**src/rtl/lstm_gate_sched.sv**
```systemverilog
// rtl/lstm_gate_sched.sv - round-robin scheduler sharing one LSTM gate datapath among requesters
//
// Ports:
//   clk_i        clock, all state on rising edge
//   rst_i        asynchronous active-low reset
//   req_i        per-requester request bits
//   reqHid_i     hidden vectors, requester i at slice i
//   reqReW_i     recurrent weights, requester i at slice i
//   reqB_i       biases, requester i at slice i
//   gnt_o        one-hot grant, held from grant edge until capture edge
//   busy_o       high whenever the scheduler is not idle
//   gateHid_o    registered hidden operand to the gate
//   gateReW_o    registered weight operand to the gate
//   gateB_o      registered bias operand to the gate
//   gateStart_o  one-cycle start pulse to the gate
//   gateFinal_i  gate activation result
//   result_o     captured result, held until the next capture
//   done_o       one-hot, one-cycle pulse to the requester whose result is on result_o
module lstm_gate_sched #(
    parameter int dataWidth   = 5,
    parameter int fracWidth   = 2,
    parameter int hiddenSize  = 3,
    parameter int numReq      = 4,
    parameter int gateLatency = 3
) (
    input  logic                                         clk_i,
    input  logic                                         rst_i,
    input  logic [numReq-1:0]                            req_i,
    input  logic [dataWidth*hiddenSize*numReq-1:0]       reqHid_i,
    input  logic [dataWidth*hiddenSize*hiddenSize*numReq-1:0] reqReW_i,
    input  logic [dataWidth*hiddenSize*numReq-1:0]       reqB_i,
    output logic [numReq-1:0]                            gnt_o,
    output logic                                         busy_o,
    output logic [dataWidth*hiddenSize-1:0]              gateHid_o,
    output logic [dataWidth*hiddenSize*hiddenSize-1:0]   gateReW_o,
    output logic [dataWidth*hiddenSize-1:0]              gateB_o,
    output logic                                         gateStart_o,
    input  logic [(2*dataWidth+1)*hiddenSize-1:0]        gateFinal_i,
    output logic [(2*dataWidth+1)*hiddenSize-1:0]        result_o,
    output logic [numReq-1:0]                            done_o
);

    localparam int VecW = dataWidth * hiddenSize;
    localparam int MatW = dataWidth * hiddenSize * hiddenSize;
    localparam int ResW = (2 * dataWidth + 1) * hiddenSize;
    localparam int PtrW = (numReq > 1) ? $clog2(numReq) : 1;
    localparam int CntW = $clog2(gateLatency + 1);

    // Elaboration-time parameter sanity checks.
    if (numReq < 2) begin : g_chk_num_req
        $error("lstm_gate_sched: numReq must be at least 2");
    end
    if (gateLatency < 1) begin : g_chk_latency
        $error("lstm_gate_sched: gateLatency must be at least 1");
    end
    if (fracWidth < 0 || fracWidth >= dataWidth) begin : g_chk_frac
        $error("lstm_gate_sched: fracWidth must lie in 0..dataWidth-1");
    end

    typedef enum logic [1:0] {
        S_IDLE,
        S_ISSUE,
        S_WAIT
    } state_t;

    state_t              state_q;
    logic [PtrW-1:0]     ptr_q;
    logic [CntW-1:0]     cnt_q;
    logic [numReq-1:0]   gnt_q;
    logic [numReq-1:0]   done_q;
    logic [VecW-1:0]     hid_q;
    logic [MatW-1:0]     rew_q;
    logic [VecW-1:0]     bias_q;
    logic [ResW-1:0]     result_q;

    // (base + off) mod numReq, for off in 0..numReq-1 and base < numReq.
    function automatic logic [PtrW-1:0] wrap_idx(input logic [PtrW-1:0] base, input int off);
        int s;
        s = int'(base) + off;
        if (s >= numReq) begin
            s = s - numReq;
        end
        return PtrW'(s);
    endfunction

    // The requester served last is masked during its done cycle so it
    // cannot be re-granted before it has seen its own result.
    logic [numReq-1:0] elig;
    logic              win_vld;
    logic [PtrW-1:0]   win_idx;

    assign elig = req_i & ~done_q;

    // Scan from the largest offset down so the hit closest to ptr_q wins.
    always_comb begin
        win_vld = 1'b0;
        win_idx = '0;
        for (int k = numReq - 1; k >= 0; k--) begin
            if (elig[wrap_idx(ptr_q, k)]) begin
                win_vld = 1'b1;
                win_idx = wrap_idx(ptr_q, k);
            end
        end
    end

    always_ff @(posedge clk_i or negedge rst_i) begin
        if (!rst_i) begin
            state_q  <= S_IDLE;
            ptr_q    <= '0;
            cnt_q    <= '0;
            gnt_q    <= '0;
            done_q   <= '0;
            hid_q    <= '0;
            rew_q    <= '0;
            bias_q   <= '0;
            result_q <= '0;
        end else begin
            done_q <= '0;
            case (state_q)
                S_IDLE: begin
                    if (win_vld) begin
                        state_q <= S_ISSUE;
                        gnt_q   <= numReq'(1) << win_idx;
                        hid_q   <= reqHid_i[win_idx*VecW +: VecW];
                        rew_q   <= reqReW_i[win_idx*MatW +: MatW];
                        bias_q  <= reqB_i[win_idx*VecW +: VecW];
                        ptr_q   <= wrap_idx(win_idx, 1);
                        cnt_q   <= '0;
                    end
                end
                S_ISSUE: begin
                    state_q <= S_WAIT;
                end
                S_WAIT: begin
                    // Capture on the edge closing the gateLatency-th cycle after ISSUE.
                    if (cnt_q == CntW'(gateLatency - 1)) begin
                        result_q <= gateFinal_i;
                        done_q   <= gnt_q;
                        gnt_q    <= '0;
                        state_q  <= S_IDLE;
                    end else begin
                        cnt_q <= cnt_q + CntW'(1);
                    end
                end
                default: begin
                    state_q <= S_IDLE;
                end
            endcase
        end
    end

    assign gnt_o       = gnt_q;
    assign done_o      = done_q;
    assign busy_o      = (state_q != S_IDLE);
    assign gateStart_o = (state_q == S_ISSUE);
    assign gateHid_o   = hid_q;
    assign gateReW_o   = rew_q;
    assign gateB_o     = bias_q;
    assign result_o    = result_q;

endmodule

```
**config.mk**
```make
export PLATFORM = sky130hd
export DESIGN_NAME = lstm_gate_sched
export DESIGN_NICKNAME = d
export VERILOG_FILES = /design/src/rtl/lstm_gate_sched.sv
export SDC_FILE = /design/constraint.sdc
export NUM_CORES = 1
export LEC_CHECK = 0
export ABC_AREA = 1
export BUFFER_PORTS_ARGS = -buffer_cell sky130_fd_sc_hd__buf_2
export CORE_AREA = 2 2 180 182
export CTS_CLUSTER_SIZE = 24
export DETAILED_ROUTE_END_ITERATION = 16
export DIE_AREA = 0 0 182 184
export PLACE_DENSITY = 0.58
export SYNTH_ARGS = -nofsm -noshare
export SYNTH_HDL_FRONTEND = slang
export SYNTH_SLANG_ARGS = --single-unit
```
**constraint.sdc**
```tcl
create_clock -name clk_i -period 2.23 [get_ports clk_i]
set_input_delay 0 -clock clk_i [delete_from_list [all_inputs] [get_ports clk_i]]
set_output_delay 0 -clock clk_i [all_outputs]
set_load 0.1 [all_outputs]
```
==> results by group <==
Outcome
  • Outcome: finished with violations
  • Failing checks: negative hold slack

Placed design
  • Final HPWL DP: 23200 um
  • Port-buffer cells: 456
  • Gp weighted congestion: 0.905
  • Post-Place Cells: 2118

Floorplanning
  • Starting density of the core: 26.1%
  • Chip width: 182 um
  • I/O pins: 457
  • Die area: 33500 um^2
  • Core ar.: 31400 um^2
  • DIE HEIGHT: 184 um
  • Row cnt: 65

Setup path
  • Worst path slowest cell: dfrtp_2
  • Critical Path Most Common Cell: nand2_1
  • Delay-heaviest family, CP: simple AND/OR/NAND/NOR gates
  • Critical path capture point type: register
  • Stages on the worst setup path: 16
  • CP cell instances: inv_4 -> nand3_2 -> nand2_2 -> nand2_2 -> nand2_4 -> nor2_4 -> nor2_4 -> nand2_8 -> nand2_8 -> clkbuf_16 -> clkbuf_16 -> nand2_1 -> nand3_1 -> nand2_1 -> nand2_1 -> nand2_1
  • WP buf/inv: 3
  • Critical path class: reg2reg
  • Crit-path max FO: 8
  • Critical Path Start Type: register
  • Critical path arrival: 2.51 ns
  • Critical path required time: 2.53 ns
  • Max stage delay on crit path: 0.49 ns
  • Reg2reg path depth: 16

Clocking
  • Num CTS Buffers: 17
  • Clk buf depth: 2
  • CTS tree: yes
  • Clock transition at path regs: 0.07 ns
  • Worst-skew pair later-pin latency: 0.42 ns
  • Root buffer cell: clkbuf_16
  • H-tree depth: 4
  • CTS Sinks: 122

Route
  • DRT iter0 DRCs: 564
  • # DRC: 0
  • First-pass DRT Iterations: 6
  • Avg WL per Cell: 15.4 um
  • Post-DRT Antenna Nets: 0
  • Routed wire length: 36300 um
  • Via density per instance: 4.58
  • Routed via count: 10800

Timing
  • Worst Skew: 0.0149 ns
  • Final Max Slew Viols: 0
  • Final setup fails: 0
  • Max Clock Freq: 452 MHz
  • Final Hold Viols: 1
  • Min Tclk post-route: 2.21 ns
  • Worst Tran Pin Value: 0.535 ns
  • Slew HR: 64.6%
  • Tcrit/Tclk final: 99.1%
  • Hold WS: -0.00196 ns
  • RSZ-0062 raised after global routing: true

Synth
  • Synthesized area: 8200 um^2
  • Post-synth cell types: 22
  • Mean post-synth cell area: 6.30 um^2
  • Part of the Yosys area used for sequential elements: 37.2%
  • Seq cells post-synth: 122
  • Post-Syn Nets: 1641
  • Post-Syn Instances: 1301
  • Synth warnings: 0

Cells and area
  • Most common cell after layout, fill and taps aside: nand2_1
  • Final core occ: 45.5%
  • Layout Area Growth over Synthesis: 74.0%
  • Most frequent cells in the layout: nand2_1 (609), buf_2 (455), nand3_1 (229)
  • Share of layout cells above drive strength 1: 32.4%
  • Fin cells: 2362
  • Nets: 2286

Global route
  • Global-route wire length before repair: 52200 um
  • Total gr overflow: 0
  • Largest net degree at the start of global routing: 66
  • Vias in the first global route: 10500
  • GRT Util Overall: 19.5%
  • Initial antenna violation count: 1

Hold path
  • HP Class: in2reg
  • Hold depth: 7

Flow run
  • Max Cap Viol: 0
-- cell type report --
type	instances	area (um^2)
Inverter	170	642
Fill cell	3044	17100
Multi-Input combinational cell	924	4260
Tap cell	402	503
Clock buffer	18	439
Timing Repair Buffer	711	5210
Antenna cell	1	2.50
Clock inverter	14	161
Sequential cell	122	3060
-- logic make-up after synthesis --
logic type | count (synthesis) | share of synthesized area, %
muxes | 34 | 4.67
AOI/OAI and AO/OA | 8 | 0.534
DFF | 122 | 37.2
adders and majority gates | 1 | 0.153
xor gates and xnor gates | 2 | 0.214
buffers and inverters | 255 | 13.0
and+or+nand+nor | 879 | 44.2
-- final timing paths --
kind	from	endpoint	slack, ns
min in group asynchronous	rst_i	gateB_o[5]	0.03
min reg2reg	gateReW_o[4]	gateReW_o[4]	0.47
max	ptr_q[0]	gateReW_o[43]	0.02
max in group asynchronous	rst_i	result_o[32]	1.52
min	reqReW_i[76]	gateReW_o[31]	-0.002
max reg2reg	ptr_q[0]	gateReW_o[43]	0.02
-- synth_stat cells --
master,count,area [um^2]
nand3_2,1,10.0
buf_2,46,230
nand2_1,625,2350
inv_2,4,15.0
o211ai_1,1,7.51
mux2_2,34,383
nor2_2,1,6.26
o21ai_0,6,30.0
clkbuf_1,12,45.0
nand2_2,1,6.26
xor2_1,1,8.76
o22ai_1,1,6.26
nor2_1,10,37.5
nand3_1,239,1200
nand2_4,2,22.5
xnor2_1,1,8.76
inv_1,166,623
ha_1,1,12.5
buf_1,14,52.6
buf_6,1,11.3
dfrtp_1,122,3050
buf_4,12,90.1
-- what timing repair did --
item | CTS | global route
setup buffers | 0 | 10
endpoints found under the hold margin | 226 | 0
hold buffers | 187 | 0
resized for setup | 0 | 54
endpoints found under the setup margin | 0 | 81
-- flip-flops by register name, indices dropped and copies added (netlist names) --
name	count
state_q	2
gnt_o	4
gateReW_o	45
done_o	4
gateHid_o	15
result_o	33
cnt_q	2
ptr_q	2
gateB_o	15
-- worst register-to-register path, delay by kind of cell (launching register included) --
kind                   cells  cell delay, ns
buffers and inverters      3            0.46
AND/OR/NAND/NOR           13            1.14
flip-flops                 1            0.49
-- metrics by stage --
step | setup WS [ns] | area, um^2 | TNS (ns)
floorplan | 0.156 | 8210 | 0
global route | -0.129 | 14300 | -6.37
CTS | 0.0316 | 13600 | 0
detailed placement | 0.0480 | 11200 | 0
global placement | 0.165 | 11200 | 0
finish | 0.0199 | 14300 | 0
-- routing by layer --
layer | part of all wire, % | vias to the layer above | track usage [%]
met3 | 7.3 | 98 | 4.50
met1 | 40 | 4916 | 21.5
met2 | 49 | 530 | 35.6
li1 | - | 5269 | -
met5 | 0 | - | 0
met4 | 3.7 | 0 | 9.26
Power is left out: the tool's default activity adds up to more than one toggle a clock period on the data nets, which glitch-free logic cannot reach.
